[src/rtl/mem_req_arbiter.sv]
`default_nettype none
// ============================================================================
// Module      : mem_req_arbiter
// Description : Shares one line-wide memory port between the instruction
//               cache (port 0) and two data ports (d1, d2). One transaction
//               is granted at a time in round-robin order. The grant is held
//               until memory signals completion. The granted requester then
//               gets a one-cycle ready pulse. A response watchdog aborts a
//               hung transaction, pulses err_pulse with the ready pulse and
//               sets a sticky err flag.
// Revision    : 1.0 - initial release
// ----------------------------------------------------------------------------
// Ports
//   clk                         rising-edge clock
//   reset                       synchronous, active-low reset
//   pet_i / addr_i              instruction-cache request (read only)
//   pet_d1/addr_d1/we_d1/wdata_d1  data port 1 request
//   pet_d2/addr_d2/we_d2/wdata_d2  data port 2 request
//   mem_ready                   memory completion pulse
//   mem_pet/mem_addr/mem_we/mem_wdata  latched request to memory
//   rdy_i/rdy_d1/rdy_d2         one-cycle completion pulse to the owner
//   grant                       current owner: 0=i, 1=d1, 2=d2, 3=none
//   err                         sticky timeout flag (cleared by reset only)
//   err_pulse                   one cycle, coincident with an aborted rdy_*
// ============================================================================
module mem_req_arbiter #(
   parameter int ADDR_W  = 16,
   parameter int LINE_W  = 256,
   parameter int TIMEOUT = 64,   // >= 2
   parameter int TO_W    = 7     // 2**TO_W must exceed TIMEOUT
) (
   input  logic              clk,
   input  logic              reset,
   // instruction cache
   input  logic              pet_i,
   input  logic [ADDR_W-1:0] addr_i,
   // data port 1
   input  logic              pet_d1,
   input  logic [ADDR_W-1:0] addr_d1,
   input  logic              we_d1,
   input  logic [LINE_W-1:0] wdata_d1,
   // data port 2
   input  logic              pet_d2,
   input  logic [ADDR_W-1:0] addr_d2,
   input  logic              we_d2,
   input  logic [LINE_W-1:0] wdata_d2,
   // memory side
   input  logic              mem_ready,
   output logic              mem_pet,
   output logic [ADDR_W-1:0] mem_addr,
   output logic              mem_we,
   output logic [LINE_W-1:0] mem_wdata,
   // completion pulses
   output logic              rdy_i,
   output logic              rdy_d1,
   output logic              rdy_d2,
   // status
   output logic [1:0]        grant,
   output logic              err,
   output logic              err_pulse
);

   typedef enum logic [1:0] {
      S_IDLE = 2'd0,
      S_BUSY = 2'd1,
      S_DONE = 2'd2
   } state_t;

   localparam logic [1:0]      c_no_owner = 2'd3;
   // Last BUSY count value at which the watchdog fires; the counter starts at
   // 0 on grant, so mem_pet stays high for exactly TIMEOUT cycles.
   localparam logic [TO_W-1:0] c_to_last  = TO_W'(TIMEOUT - 1);

   // ------------------------------------------------------------------------
   // State
   // ------------------------------------------------------------------------
   state_t              state_q,     state_d;
   logic [1:0]          grant_q,     grant_d;
   logic [1:0]          last_q,      last_d;
   logic [TO_W-1:0]     cnt_q,       cnt_d;
   logic                mem_pet_q,   mem_pet_d;
   logic [ADDR_W-1:0]   mem_addr_q,  mem_addr_d;
   logic                mem_we_q,    mem_we_d;
   logic [LINE_W-1:0]   mem_wdata_q, mem_wdata_d;
   logic [2:0]          rdy_q,       rdy_d;
   logic                err_q,       err_d;
   logic                err_pulse_q, err_pulse_d;

   // ------------------------------------------------------------------------
   // Round-robin pick: search starts at the port after the last owner.
   // ------------------------------------------------------------------------
   logic [2:0] req;
   logic       pick_valid;
   logic [1:0] pick_idx;

   assign req = {pet_d2, pet_d1, pet_i};

   always_comb begin
      pick_valid = |req;
      pick_idx   = 2'd0;
      unique case (last_q)
         2'd0: begin
            if      (req[1]) pick_idx = 2'd1;
            else if (req[2]) pick_idx = 2'd2;
            else             pick_idx = 2'd0;
         end
         2'd1: begin
            if      (req[2]) pick_idx = 2'd2;
            else if (req[0]) pick_idx = 2'd0;
            else             pick_idx = 2'd1;
         end
         default: begin
            if      (req[0]) pick_idx = 2'd0;
            else if (req[1]) pick_idx = 2'd1;
            else             pick_idx = 2'd2;
         end
      endcase
   end

   // One-hot ready vector for the current owner.
   logic [2:0] owner_onehot;

   always_comb begin
      owner_onehot = 3'b000;
      unique case (grant_q)
         2'd0:    owner_onehot = 3'b001;
         2'd1:    owner_onehot = 3'b010;
         2'd2:    owner_onehot = 3'b100;
         default: owner_onehot = 3'b000;
      endcase
   end

   // ------------------------------------------------------------------------
   // Next-state and registered-output logic
   // ------------------------------------------------------------------------
   always_comb begin
      state_d     = state_q;
      grant_d     = grant_q;
      last_d      = last_q;
      cnt_d       = cnt_q;
      mem_pet_d   = mem_pet_q;
      mem_addr_d  = mem_addr_q;
      mem_we_d    = mem_we_q;
      mem_wdata_d = mem_wdata_q;
      rdy_d       = 3'b000;
      err_d       = err_q;
      err_pulse_d = 1'b0;

      unique case (state_q)
         S_IDLE: begin
            if (pick_valid) begin
               grant_d   = pick_idx;
               last_d    = pick_idx;
               cnt_d     = '0;
               mem_pet_d = 1'b1;
               state_d   = S_BUSY;
               unique case (pick_idx)
                  2'd1: begin
                     mem_addr_d  = addr_d1;
                     mem_we_d    = we_d1;
                     mem_wdata_d = wdata_d1;
                  end
                  2'd2: begin
                     mem_addr_d  = addr_d2;
                     mem_we_d    = we_d2;
                     mem_wdata_d = wdata_d2;
                  end
                  default: begin
                     // Instruction fetches are always reads.
                     mem_addr_d  = addr_i;
                     mem_we_d    = 1'b0;
                     mem_wdata_d = '0;
                  end
               endcase
            end
         end

         S_BUSY: begin
            // Completion wins over a watchdog expiry in the same cycle.
            if (mem_ready) begin
               mem_pet_d = 1'b0;
               rdy_d     = owner_onehot;
               state_d   = S_DONE;
            end else if (cnt_q == c_to_last) begin
               mem_pet_d   = 1'b0;
               rdy_d       = owner_onehot;
               err_d       = 1'b1;
               err_pulse_d = 1'b1;
               state_d     = S_DONE;
            end else begin
               cnt_d = cnt_q + 1'b1;
            end
         end

         S_DONE: begin
            // rdy_* is visible during this state; release the grant after it.
            grant_d = c_no_owner;
            cnt_d   = '0;
            state_d = S_IDLE;
         end

         default: begin
            state_d   = S_IDLE;
            grant_d   = c_no_owner;
            mem_pet_d = 1'b0;
            cnt_d     = '0;
         end
      endcase
   end

   always_ff @(posedge clk) begin
      if (!reset) begin
         state_q     <= S_IDLE;
         grant_q     <= c_no_owner;
         last_q      <= 2'd2;   // port 0 gets first priority
         cnt_q       <= '0;
         mem_pet_q   <= 1'b0;
         mem_addr_q  <= '0;
         mem_we_q    <= 1'b0;
         mem_wdata_q <= '0;
         rdy_q       <= 3'b000;
         err_q       <= 1'b0;
         err_pulse_q <= 1'b0;
      end else begin
         state_q     <= state_d;
         grant_q     <= grant_d;
         last_q      <= last_d;
         cnt_q       <= cnt_d;
         mem_pet_q   <= mem_pet_d;
         mem_addr_q  <= mem_addr_d;
         mem_we_q    <= mem_we_d;
         mem_wdata_q <= mem_wdata_d;
         rdy_q       <= rdy_d;
         err_q       <= err_d;
         err_pulse_q <= err_pulse_d;
      end
   end

   // ------------------------------------------------------------------------
   // Outputs
   // ------------------------------------------------------------------------
   assign mem_pet   = mem_pet_q;
   assign mem_addr  = mem_addr_q;
   assign mem_we    = mem_we_q;
   assign mem_wdata = mem_wdata_q;
   assign rdy_i     = rdy_q[0];
   assign rdy_d1    = rdy_q[1];
   assign rdy_d2    = rdy_q[2];
   assign grant     = grant_q;
   assign err       = err_q;
   assign err_pulse = err_pulse_q;

endmodule
`default_nettype wire

[config.mk]
export PLATFORM = sky130hd
export DESIGN_NAME = mem_req_arbiter
export DESIGN_NICKNAME = d
export VERILOG_FILES = /design/src/rtl/mem_req_arbiter.sv
export SDC_FILE = /design/constraint.sdc
export NUM_CORES = 1
export LEC_CHECK = 0
export ABC_AREA = 1
export CAP_MARGIN = 20
export CORE_AREA = 2 2 332 334
export DETAILED_ROUTE_END_ITERATION = 16
export DIE_AREA = 0 0 334 336
export PLACE_DENSITY = 0.44
export SYNTH_ARGS = -nofsm -noshare
export SYNTH_HDL_FRONTEND = slang
export SYNTH_SLANG_ARGS = --single-unit
[constraint.sdc]
create_clock -name clk -period 5.4 [get_ports clk]
set_input_delay 0.81 -clock clk [delete_from_list [all_inputs] [get_ports clk]]
set_output_delay 0.81 -clock clk [all_outputs]
set_load 0.03 [all_outputs]
==> impl_metrics.yaml, run 1 <==
sta:
  timing.final.crit_share: 0.554
  fin_hold_ws_ns: 0.477
  fin_crit_ns: 2.99
  relSlewSlack: 0.407
  drv_slew: 0
  clock_skew_ns: 0.0118
  fmax_mhz: 334
  max_slew.worst_pin.slew_ns: 0.883
  finalSetupViolations: 0
  tns_ns: 0
  rsz0062_at_grt: "no"
  hold_viol_final: 0
power:
  p_total_mw: 8.44
  seq_power_share: 0.304
  power_frac_clock: 0.331
  swShare: 0.368
  ir_drop_mv: 0.216
  internal-power_mw: 5.34
  power_per_cell_area_mw_per_mm2: 330
  p_comb_frac: 0.365
  p_leak_nw: 9.46
  p_sw_mw: 3.10
worst_setup_path:
  cp_max_fo: 49
  r2r_cells: 10
  crit_type: "in2reg"
  cp-start-kind: "input pin"
  reg2reg_from: "last_q[1]$_SDFFE_PN1P_"
  r2r-end: "mem_wdata[20]$_SDFFE_PN0P_"
  r2r_setup_slack_ns: 2.82
  end_kind: "register"
  worstPathRequired_ns: 5.91
  critPathArrivalTime_ns: 3.50
cts:
  postCtsSetupRepairBufs: 0
  insertion_delay_ns: 0.57
  cts_buffers: 41
  cts_tree: "done"
  clkSinkCount: 292
  clockRootBuffer: "clkbuf_16"
  cts-hold-fix-buffers: 0
  path_clk_slew_ns: 0.05
  cts_buffer_depth: 3
  post_cts_resized: 0
  htreeDepth: 2
yosys:
  synth-seq-cells: 292
  synth_nets: 2776
  synth_cells: 2205
  syn_area_per_cell_um2: 6.53
  yosys_warnings: 0
  ys_seq_area_frac: 0.406
  synth_area_mm2: 0.0144
  synth_cell_types: 27
placed_design:
  hpwl_um: 58600
  numPortBuffers: 848
  place_congestion: 0.826
cells_and_area:
  final_util: 0.236
  syn2layout_area_growth_pct: 77.7
  drive_gt1_frac: 0.0554
  layout.nets: 3538
die:
  die_h_um: 336
  ios: 849
  die_x_um: 334
  coreArea_mm2: 0.108
  die_area_mm2: 0.112
  row_count: 121
  initial_core_util: 0.133
global_route:
  grt_util_all_layers: 0.131
  grt_pass1_wl_um: 111000
  antenna_found_initial: 6
  grt_max_degree: 111
  grt_pass1_vias: 16844
  overflow: 0
route:
  vias_per_cell: 3.88
  dr.pass1.iters: 5
  ant_nets: 0
  wirelength_um: 78100
  vias: 17126
  drt_iter0_drc: 730
  drc: 0
  wl_per_cell_um: 17.7
min_path:
  hold_start: "mem_wdata[244]$_SDFFE_PN0P_"
  hold_class: "reg2reg"
  whs_path_depth: 2
  hold_path_end: "mem_wdata[244]$_SDFFE_PN0P_"
flow_run:
  cap_violations: 0
outcome:
  status: "complete, no violations"
-- power groups by stage --
| stage | combinational, mW | sequential, mW | clock, mW |
|---|---|---|---|
| 5_1_grt | 3.35 | 2.60 | 3.00 |
| 2_1_floorplan | 1.17 | 3.09 | 0 |
| 3_3_place_gp | 3.15 | 2.61 | 0 |
| 6_report | 3.08 | 2.57 | 2.79 |
| 3_5_place_dp | 3.14 | 2.62 | 0 |
| 4_1_cts | 3.15 | 2.57 | 2.93 |
-- layout make-up --
type,count,area [um2]
repair buffers,901,9050
multi-input cells,1706,7420
well taps,1414,1770
clock inverters,11,120
diodes,4,10.0
flip-flops and latches,292,5850
inverters,25,106
fillers,12164,82800
clock buffers,62,1250
-- flip-flops by register name (all words and copies together), names as in the netlist --
name / cells
err: 1
last_q: 2
rdy_q: 3
mem_wdata: 256
state_q: 2
mem_we: 1
err_pulse: 1
cnt_q: 7
mem_addr: 16
grant: 2
mem_pet: 1
-- layout by cell type (no fill, tap or decap) --
master	count
a21boi_1	1
a21o_1	1
a21oi_1	293
a22o_1	16
buf_12	13
buf_4	40
bufinv_16	2
clkbuf_1	9
clkbuf_16	43
clkbuf_8	11
clkdlybuf4s50_1	847
clkinv_2	5
clkinv_4	3
clkinv_8	1
dfxtp_1	292
diode_2	4
ha_1	1
ha_4	2
inv_1	24
inv_6	1
nand2_1	565
nand2_2	1
nand2_8	1
nand3_1	7
nand3_2	1
nand3b_1	1
nand4_1	3
nor2_1	487
nor2_2	42
nor3_1	2
nor3b_1	1
o21ai_0	281
-- synth_stat cells --
cell	instances	area [um2]
nor3_1	2	10.0
buf_12	5	100
ha_1	3	37.5
nand2_4	1	11.3
o21ai_0	281	1410
clkbuf_1	76	285
clkbuf_2	1	5.00
nand3_2	1	10.0
buf_8	7	105
nand2_1	565	2120
nand3_1	7	35.0
a22o_1	16	140
buf_6	17	191
nor2_2	42	263
nor3b_1	1	7.51
buf_1	6	22.5
inv_8	1	11.3
nor2_1	487	1830
nand4_1	3	18.8
inv_1	24	90.1
a21oi_1	293	1470
nand2_2	1	6.26
nand3b_1	1	7.51
buf_2	70	350
dfxtp_1	292	5850
a21boi_1	1	7.51
a21o_1	1	7.51
-- worst max path at each step --
stage,start,endpoint,depth (start not counted)
2_1_floorplan,pet_d2,mem_wdata[208]$_SDFFE_PN0P_,10
3_3_place_gp,pet_d2,mem_wdata[17]$_SDFFE_PN0P_,12
5_1_grt,pet_d1,mem_wdata[20]$_SDFFE_PN0P_,11
4_1_cts,pet_d2,mem_wdata[20]$_SDFFE_PN0P_,11
3_5_place_dp,pet_d2,mem_wdata[20]$_SDFFE_PN0P_,11
6_report,pet_d2,mem_wdata[20]$_SDFFE_PN0P_,11
-- critical path, stage by stage --
cell             delay, ns
clkdlybuf4s50_1       0.50
nor2_1                0.16
nand3_1               0.08
nand3_1               0.17
ha_4                  0.69
buf_12                0.27
buf_4                 0.30
nand2_1               0.09
a21oi_1               0.16
o21ai_0               0.10
nor2_1                0.11
-- cell families (layout without fill, tap and decap cells) --
family / Yosys count / after routing / synth area share
adders and majority gates: 3 / 3 / 0.00261
DFF: 292 / 292 / 0.406
buffers and inverters: 207 / 999 / 0.0807
and+or+nand+nor: 1111 / 1111 / 0.300
other: 0 / 4 / 0
AOI/OAI and AO/OA: 592 / 592 / 0.210
-- through the flow --
stage	setup slack [ns]	cell area (um2)	std cells
3_5_place_dp	1.77	24200	4338
6_report	2.41	25600	4415
2_1_floorplan	3.18	14400	2205
3_3_place_gp	1.77	24200	4338
5_1_grt	2.12	25600	4414
4_1_cts	2.42	25600	4411
-- per-layer routing --
metal	part of all wire	GRT usage
met4	0.033	0.0522
met2	0.49	0.230
met3	0.068	0.0345
met1	0.40	0.150
met5	0.00017	0
Note: power is estimated with default switching activity, not from simulation.
==> run 2, diff against run 1 <==
- CORE_AREA: 2 2 332 334 -> 2 2 329 331
- DIE_AREA: 0 0 334 336 -> 0 0 331 333
- PLACE_DENSITY: 0.44 -> 0.45
- clock period: 5.4 -> 2.5 ns (I/O delays scaled with it)
==> run 2 against run 1 <==
Clock-buffer cell count up 2. Setup slack lost 2.1 ns. Die area shrank 1.8%. Total power increased by 130%. Largest power group unchanged.
==> impl_metrics.yaml, run 2 (synthesized netlist as in run 1, its figures left out) <==
cts:
  cts-hold-fix-buffers: 0
  insertion_delay_ns: 0.57
  postCtsSetupRepairBufs: 0
  cts_tree: "done"
  cts_buffer_depth: 3
  clockRootBuffer: "clkbuf_16"
  path_clk_slew_ns: 0.06
  cts_buffers: 41
  post_cts_resized: 0
  clkSinkCount: 292
  htreeDepth: 2
die:
  die_h_um: 333
  initial_core_util: 0.135
  die_area_mm2: 0.110
  die_x_um: 331
  row_count: 120
  coreArea_mm2: 0.107
  ios: 849
sta:
  fin_crit_ns: 2.20
  timing.final.crit_share: 0.880
  rsz0062_at_grt: "no"
  clock_skew_ns: 0.0121
  hold_viol_final: 0
  finalSetupViolations: 0
  max_slew.worst_pin.slew_ns: 0.652
  relSlewSlack: 0.564
  drv_slew: 0
  fmax_mhz: 455
  setup_slack_ns: 0.301
placed_design:
  dp_slack_ns: -0.163
  place_congestion: 0.855
  numPortBuffers: 848
  hpwl_um: 60300
outcome:
  status: "complete, no violations"
worst_setup_path:
  reg2reg_from: "last_q[1]$_SDFFE_PN1P_"
  cp-start-kind: "register"
  crit_chain: "clkdlybuf4s50_1"
  crit_family: "buffers and inverters"
  critPathArrivalTime_ns: 1.82
  cp_max_fo: 2
  crit_type: "reg2out"
  r2r-end: "mem_wdata[58]$_SDFFE_PN0P_"
  r2r_cells: 10
  crit_buf_inv: 1
  end_kind: "primary output"
  r2r_setup_slack_ns: 0.43
  worstPathRequired_ns: 2.12
  critical-path-slowest-cell: "clkdlybuf4s50_1"
  slowest_delay_ns: 0.81
flow_run:
  cap_violations: 0
power:
  ir_drop_mv: 0.382
  seq_power_share: 0.290
  p_sw_mw: 6.83
  power_frac_clock: 0.334
  power_per_cell_area_mw_per_mm2: 721
  internal-power_mw: 12.4
  p_comb_frac: 0.377
  swShare: 0.356
  p_total_mw: 19.2
  p_leak_nw: 10.1
global_route:
  antenna_found_initial: 4
  grt_pass1_wl_um: 112000
  grt_max_degree: 65
  grt_pass1_vias: 17230
  grt_util_all_layers: 0.135
  overflow: 0
route:
  vias_per_cell: 3.89
  vias: 17561
  ant_nets: 0
  dr.pass1.iters: 5
  drc: 0
  wirelength_um: 78500
  wl_per_cell_um: 17.4
  drt_iter0_drc: 735
cells_and_area:
  syn2layout_area_growth_pct: 85.0
  largest_reg_flops: 256
  layout_commonest_cell: "clkdlybuf4s50_1"
  layout.nets: 3641
  drive_gt1_frac: 0.0874
  final_cell_mix: "847 x clkdlybuf4s50_1, 565 x nand2_1, 487 x nor2_1, 293 x a21oi_1, 292 x dfxtp_1"
min_path:
  whs_path_depth: 2
  hold_class: "in2reg"
  hold_path_end: "last_q[1]$_SDFFE_PN1P_"
  hold_start: "reset"
run 2: changes by cell type in the layout (fill, tap and decap cells not counted), sizes merged:
cell | previous run | this run
diode | 4 | 5
bufinv | 2 | 5
clkbuf | 63 | 65
clkinv | 9 | 6
buf | 53 | 156
run 2: metal layers:
metal,up-vias,wire [um],track usage
met5,-,208,0.0133
met2,608,38200,0.233
met3,107,5680,0.0337
met4,2,2360,0.0462
li1,8859,-,-
met1,7985,32000,0.159
run 2: power by group through the flow:
stage | registers, mW | clock network [mW] | logic (mW)
after floorplan | 6.68 | 0 | 2.53
after global placement | 5.64 | 0 | 7.34
after detailed placement | 5.66 | 0 | 7.30
after CTS | 5.57 | 6.69 | 7.33
after global routing | 5.63 | 6.84 | 7.82
final | 5.56 | 6.40 | 7.23
run 2: worst register-to-register path, delay by kind of cell, from the launching register on:
family	cells	cell delay [ns]
AO/OA/AOI/OAI	2	0.27
buffers and inverters	3	0.60
flip-flops	1	0.34
adder cells (fa/ha/maj)	1	0.35
AND/OR/NAND/NOR	4	0.41
run 2: per-stage QoR:
step | setup TNS [ns] | cell area (um2) | hold WS, ns | instances | util
floorplan | 0 | 14400 | 0.450 | 2205 | -
global placement | -9.59 | 25200 | 0.438 | 4430 | 0.236
detailed placement | -17.30 | 25200 | 0.449 | 4430 | 0.236
CTS | 0 | 26600 | 0.175 | 4505 | 0.250
global route | 0 | 26600 | 0.218 | 4509 | 0.250
finish | 0 | 26600 | 0.222 | 4510 | 0.250
run 2: cell type report:
type                            instances  area, um2
Clock inverter                         11        184
Tap cell                             1403       1760
Antenna cell                            5       12.5
Clock buffer                           64       1270
Multi-Input combinational cell       1706       7420
Sequential cell                       292       5850
Fill cell                           11952      80000
Timing Repair Buffer                 1004      10000
Inverter                               25        106
run 2: worst max-delay path by stage:
| stage | startpoint | endpoint | slack (ns) | depth (start not counted) |
|---|---|---|---|---|
| 2_1_floorplan | pet_d2 | mem_wdata[218]$_SDFFE_PN0P_ | 0.71 | 10 |
| 3_3_place_gp | pet_d2 | mem_wdata[126]$_SDFFE_PN0P_ | -0.16 | 12 |
| 3_5_place_dp | pet_d2 | mem_wdata[58]$_SDFFE_PN0P_ | -0.16 | 10 |
| 4_1_cts | mem_wdata[119]$_SDFFE_PN0P_ | mem_wdata[119] | 0.13 | 1 |
| 5_1_grt | mem_wdata[120]$_SDFFE_PN0P_ | mem_wdata[120] | 0.14 | 1 |
| 6_report | mem_wdata[119]$_SDFFE_PN0P_ | mem_wdata[119] | 0.30 | 1 |
